<file path="src/rtl/mask_compaction_scheduler.sv">
// mask_compaction_scheduler: sequences the prefix adder and emits set-bit indices of a mask word, LANES per beat.
module mask_compaction_scheduler #(
  parameter int LANES     = 4,
  parameter int ADDER_LAT = 1
) (
  input  logic               clk,
  input  logic               reset_n,
  input  logic               mask_valid_i,
  output logic               mask_ready_o,
  input  logic [31:0]        mask_i,
  output logic [31:0]        adder_mask_o,
  input  logic [191:0]       adder_psum_i,
  output logic               out_valid_o,
  input  logic               out_ready_i,
  output logic [LANES*5-1:0] out_idx_o,
  output logic [LANES-1:0]   out_lane_valid_o,
  output logic [5:0]         out_dst_base_o,
  output logic               out_last_o,
  output logic               word_done_o,
  output logic [5:0]         word_count_o
);
  localparam int LAT_W = ADDER_LAT > 1 ? $clog2(ADDER_LAT) : 1;
  typedef enum logic [1:0] {IDLE, CALC, EMIT} state_e;
  state_e state_q, state_d;
  logic [31:0] mask_q, mask_d;
  logic [6:0] base_q, base_d;
  logic [LAT_W-1:0] lat_q, lat_d;
  logic [5:0] total;
  logic fire;
  assign total = adder_psum_i[191:186];
  assign fire = out_valid_o && out_ready_i;
  assign adder_mask_o = mask_q;
  always_ff @(posedge clk or negedge reset_n)
    if (!reset_n) begin
      state_q <= IDLE;
      mask_q  <= '0;
      base_q  <= '0;
      lat_q   <= '0;
    end else begin
      state_q <= state_d;
      mask_q  <= mask_d;
      base_q  <= base_d;
      lat_q   <= lat_d;
    end
  always_comb begin
    state_d        = state_q;
    mask_d         = mask_q;
    base_d         = base_q;
    lat_d          = lat_q;
    mask_ready_o   = state_q == IDLE;
    out_valid_o    = state_q == EMIT && total != 6'd0;
    out_last_o     = out_valid_o && (base_q + 7'(LANES) >= {1'b0, total});
    out_dst_base_o = out_valid_o ? base_q[5:0] : 6'd0;
    word_done_o    = state_q == EMIT && (total == 6'd0 || (fire && out_last_o));
    word_count_o   = word_done_o ? total : 6'd0;
    unique case (state_q)
      IDLE: if (mask_valid_i) begin
        mask_d  = mask_i;
        base_d  = '0;
        lat_d   = '0;
        state_d = CALC;
      end
      CALC: begin
        state_d = lat_q == LAT_W'(ADDER_LAT - 1) ? EMIT : CALC;
        lat_d   = lat_q == LAT_W'(ADDER_LAT - 1) ? lat_q : lat_q + 1'b1;
      end
      EMIT: begin
        base_d  = fire ? base_q + 7'(LANES) : base_q;
        state_d = word_done_o ? IDLE : EMIT;
      end
      default: state_d = IDLE;
    endcase
  end
  // Lane j carries the set bit whose inclusive prefix count equals base+j+1.
  always_comb begin
    out_lane_valid_o = '0;
    out_idx_o        = '0;
    for (int j = 0; j < LANES; j++) begin
      out_lane_valid_o[j] = out_valid_o && (base_q + 7'(j) < {1'b0, total});
      for (int i = 0; i < 32; i++)
        if (out_lane_valid_o[j] && mask_q[i] && {1'b0, adder_psum_i[i*6 +: 6]} == base_q + 7'(j + 1))
          out_idx_o[j*5 +: 5] = 5'(i);
    end
  end
endmodule
</file>
<file path="config.mk">
export PLATFORM = sky130hd
export DESIGN_NAME = mask_compaction_scheduler
export DESIGN_NICKNAME = d
export VERILOG_FILES = /design/src/rtl/mask_compaction_scheduler.sv
export SDC_FILE = /design/constraint.sdc
export NUM_CORES = 1
export LEC_CHECK = 0
export ABC_AREA = 1
export CORE_ASPECT_RATIO = 1.5
export CORE_UTILIZATION = 45
export CTS_BUF_LIST = sky130_fd_sc_hd__clkbuf_2
export CTS_CLUSTER_SIZE = 20
export DETAILED_ROUTE_END_ITERATION = 8
export HOLD_SLACK_MARGIN = 0.05
export PLACE_DENSITY = 0.82
export SLEW_MARGIN = 20
export SYNTH_ARGS = -nofsm -noshare
export SYNTH_HDL_FRONTEND = slang
export SYNTH_SLANG_ARGS = --single-unit
</file>
<file path="constraint.sdc">
create_clock -name clk -period 6.3 [get_ports clk]
set_clock_uncertainty 0.05 [all_clocks]
set_input_delay 1.26 -clock clk [delete_from_list [all_inputs] [get_ports clk]]
set_output_delay 1.26 -clock clk [all_outputs]
set_load 0.005 [all_outputs]
</file>
# Word level (Yosys, flattened, before mapping)
# Cells that the tools add are included.
[totals] romBits=0 register_bits=42 elab_cells=544 memories=0 ram_bits=0 latchBits=0
[classes] n_mul=0 n_bitwise=0 n_reduce_logical=266 mux=136 n_addsub=5 eq_ne=128 div_mod_pow=0 magnitude_cmp=5 n_shift=0
[op_table] operator="$eq 6x7->1" n=124
[op_table] operator="$mux 5" n=119
[op_table] operator="$logic_and 1x1->1" n=257
[op_table] operator="$lt 7x6->1" n=4
[op_table] operator="$add 7x2->7 const B" n=2
[op_table] operator="$mux 7" n=2
[op_table] operator="$pmux 7 s2" n=1
[op_table] operator="$mux 6" n=2
[op_table] operator="$mux 2" n=4
[op_table] operator="$add 7x1->7 const B" n=1
[op_table] operator="$add 7x3->7 const B" n=1
[op_table] operator="$ge 7x6->1" n=1
[op_table] operator="$logic_not 6->1" n=1
[op_table] operator="$mux 1" n=6
[op_table] operator="$pmux 2 s3" n=1
[op_table] operator="$reduce_bool 6->1" n=1
[op_table] operator="$ne 2x2->1 const B" n=2
[op_table] operator="$reduce_and 2->1" n=2
[op_table] operator="$reduce_bool 2->1" n=2
[op_table] operator="$reduce_and 3->1" n=1
[op_table] operator="$eq 2x1->1 const B" n=1
[op_table] operator="$eq 2x2->1 const B" n=1
[op_table] operator="$logic_not 2->1" n=1
[op_table] operator="$pmux 1 s2" n=1
[op_table] operator="other kinds (2)" n=2

# Depth between registers and ports, before layout
[depth] ltp_word=36 ltp_mapped=42

# Worst setup path after synthesis
# Ideal clock, no wire load.
[synth_path] path_type="input to output" from="input port adder_psum_i[191]" to="output port out_idx_o[5]" arrival_ps=3630 slack_ps=1360 stages=37 cell_sequence="inv_1 -> ha_1 -> nand2_1 -> nor2_1 -> nand2_1 -> nand3_2 -> nor3_4 -> nand3_1 -> nand2_1 -> nand2_1 -> nand2_1 -> nand2_1 -> nand2_1 -> nand2_1 -> nand2_1 -> nand2_1 -> nand2_1 -> nand2_1 -> nand2_1 -> nand2_1 -> nand2_1 -> nand2_1 -> nand2_1 -> nand2_1 -> nand2_1 -> nand2_1 -> nand2_1 -> nand2_1 -> nand2_1 -> nand2_1 -> nand2_1 -> nand2_1 -> nand2_1 -> nand2_1 -> nand2_1 -> nand2_1 -> nand2_1"
[synth_via] elab_chain_cells=36 elab_cells_between_ends=98
[synth_rtl] element="start, declared" line_no="12" text="input logic [191:0] adder_psum_i,"
[synth_rtl] element="branches (longest 35 deep; another with $lt 7x6->1)"
[synth_rtl] element="$mux 5 *" line_no="81" text="if (out_lane_valid_o[j] && mask_q[i] && {1'b0, adder_psum_i[i*6 +: 6]} == base_q + 7'(j + 1))"
[synth_rtl] element="end, declared" line_no="15" text="output logic [LANES*5-1:0] out_idx_o,"
# Mark *: on every way between the ends.

# Worst setup path after layout
[layout_path] from="input port adder_psum_i[191]" to="output port out_idx_o[7]"
[layout_via] elab_chain_cells=34 elab_cells_between_ends=92
[layout_rtl] element="branches (longest 33 deep; another with $lt 7x6->1)"
[layout_rtl] element="$mux 5 *" line_no="81"
# Marks and branches as above.

==> metrics.txt <==
Slew @ Worst Pin 879 ps; number of library cell types mapped by synthesis 52; total power 2.78 mW; area delta synth->final 44.1%; reg2reg setup slack 3180 ps; Cell Pwr Density 246 nW/um^2; Worst path max stage delay 520 ps; most common cell after layout, fill and taps aside nand2_1; port bufs 291; worst r2r src base_q[4]; Clk Tree Root Cell clkbuf_2; Data arrival, critical path 4820 ps; Post-Synthesis Cells 1,399; clock latency on the worst-skew pair 440 ps; WP buf/inv 6; clk sinks 39; post-route ant nets 0; crit-path cells clkdlybuf4s50_1, inv_2, ha_4, nand2_1, nor2_2, nand2_2, a21oi_2, nor3_4, buf_4, clkbuf_16, buf_6, nand3_1, nand2_1, nor2_1, a21boi_0, o311ai_0, nand4_1, nand3_1, clkdlybuf4s50_1; CP Capture Type output port; final hold viol count 0; Fmax 163 MHz; dpl hpwl 28.4 mm; clock slew at the register clock pins of the worst setup and hold paths 220 ps; synthesized area 7830 sq um; FILL cells 1,571; Overflow after GRT 0; Final min period 6130 ps; Final Cycle Share 97.4%; final wirelength 36.0 mm; hold path endpoint adder_mask_o[0]; IR drop worst, VDD 0.336 mV; leakage 5.42 nW; fin. max-slew vios 0; min-delay src adder_mask_o[0]; Die Height 164 um; largest area contributor in the netlist nand2_1; setup violators final 0; vias in the first global route 10,100; first-pass GRT wire length 52.3 mm; reg2reg end state_q[1]; initial drt markers 804; critical path type in -> out; slowest cell on the critical path clkdlybuf4s50_1; WP data required 4990 ps; die area 17,900 sq um; critical path launch point type input port; deepest clock path buffer count 2; ys flop type dfrtp_1; post-route DRC violation count 0; initial antenna violation count 3; Inserted Clock Buffers 5; Via density 5.59; CTS tree yes; Post-synth ARST share 100%; worst min-delay path class reg -> reg; Final nets 1,934; Slew Limit Headroom 39.9%; most frequent cells in the layout nand2_1 (421), clkdlybuf4s50_1 (286), inv_1 (159); Synth top area share 20.3%; die width 110 um; # rows 58; gr usage total 39.5%; Top delay family on crit path buffers and inverters; status completed; H-tree lvl count 2; pre-CTS setup slack 0.366 ps; register area share after synthesis 12.5%; routed vias 10,700; IO Pins 300; ranking of synthesized cells by area nand2_1 (20%), dfrtp_1 (12%), xor2_1 (7.9%), inv_1 (7.7%), nor2_1 (7.6%); area post-placement 11,100 sq um; hold buffer count at cts 0; Maximum Capacitance Violations 0; Syn Area/Cell 5.60 sq um; gpl congestion 1.04; Hold Path Stages 2; worst-path maximum fanout 12; post-route design area 11,300 sq um; Critical Path Start adder_psum_i[191]; R2R cell count 11; drt pass-1 iters 6; WL/cell 18.9 um; largest net degree at the start of global routing 40; FF+latch count, synth 39; fraction of layout cells with a size suffix above 1 7.22%; Yosys warning count 0; PnR worst setup slack 167 ps; Starting Density 46.3%; Post-synth EDFFs 0; Core Footprint 16,900 sq um
synth_stat cells (5+ instances only):
cell type    n
nand2_1    424
inv_1      161
nor2_1     158
nand3_1     79
xor2_1      71
nor3_1      53
a21oi_1     49
nand4_1     48
xnor2_1     48
o21ai_0     45
dfrtp_1     39
nor4_1      30
buf_2       28
clkbuf_1    17
ha_1        16
or2_2       14
o2111ai_1   12
inv_2       11
a221oi_1     7
buf_6        7
a2111oi_0    6
a31oi_1      6
a211oi_1     5
buf_4        5
routing by layer:
metal	up-vias	wire, um	global-route usage (%)
li1	5137	-	-
met1	4789	13200	43.9
met2	582	17800	68.6
met3	148	2390	3.91
met4	0	2600	28.6
met5	-	0	0
cells by family after synthesis:
kind of cell	synth area share, %
AOI/OAI and AO/OA	12.0
xor gates and xnor gates	13.3
adders and majority gates	2.56
buffers and inverters	12.8
DFF	12.5
other	0.0479
and+or+nand+nor	46.9
power breakdown:
group / internal (mW) / switching [mW]
Clock: 0.0249 / 0.101
Combinational: 0.909 / 1.24
Sequential: 0.359 / 0.143
Total: 1.29 / 1.49
worst min-delay path, delay by kind of cell (launching register included):
kind | cells | cell delay [ps]
and+or+nand+nor | 2 | 110
DFF | 1 | 390
cell type report:
class / instances / area, sq um / share of cell area (%)
inverter: 172 / 646 / 5.72
sequential: 39 / 977 / 8.66
timing repair buffer: 345 / 3380 / 30.0
tap: 210 / 263 / 2.33
antenna: 7 / 17.5 / 0.155
clock buffer: 6 / 30.0 / 0.266
multi-input combinational: 1127 / 5970 / 52.9
timing repair:
item	CTS	global route
resized for setup	1	28
cloned	0	1
endpoints found under the setup margin	2	7
pin swaps	1	9
buffers inserted	0	5
stage by stage:
stage / cells / hold slack [ps] / TNS [ps] / utilization, %
4_1_cts: 1894 / 469 / 0 / 65.6
3_3_place_gp: 1888 / 412 / -7.83 / 65.4
3_5_place_dp: 1888 / 416 / 0 / 65.4
2_1_floorplan: 1400 / 422 / 0 / -
6_report: 1906 / 459 / 0 / 66.7
5_1_grt: 1902 / 483 / -8.11 / 66.7
registers in the layout, indices dropped and copies added, names as in the netlist:
name,cells
adder_mask_o,32
base_q,5
state_q,2
how the worst max path moves through the flow:
| stage | end | slack (ps) | cells past startpoint |
|---|---|---|---|
| after floorplan | out_idx_o[5] | 1360 | 37 |
| after global placement | out_idx_o[5] | -8 | 40 |
| after detailed placement | out_idx_o[10] | 0.4 | 40 |
| after CTS | out_idx_o[10] | 10 | 40 |
| after global routing | out_idx_o[11] | -8 | 24 |
| final | out_idx_o[7] | 170 | 19 |
Power figures use the tool's default switching activity.
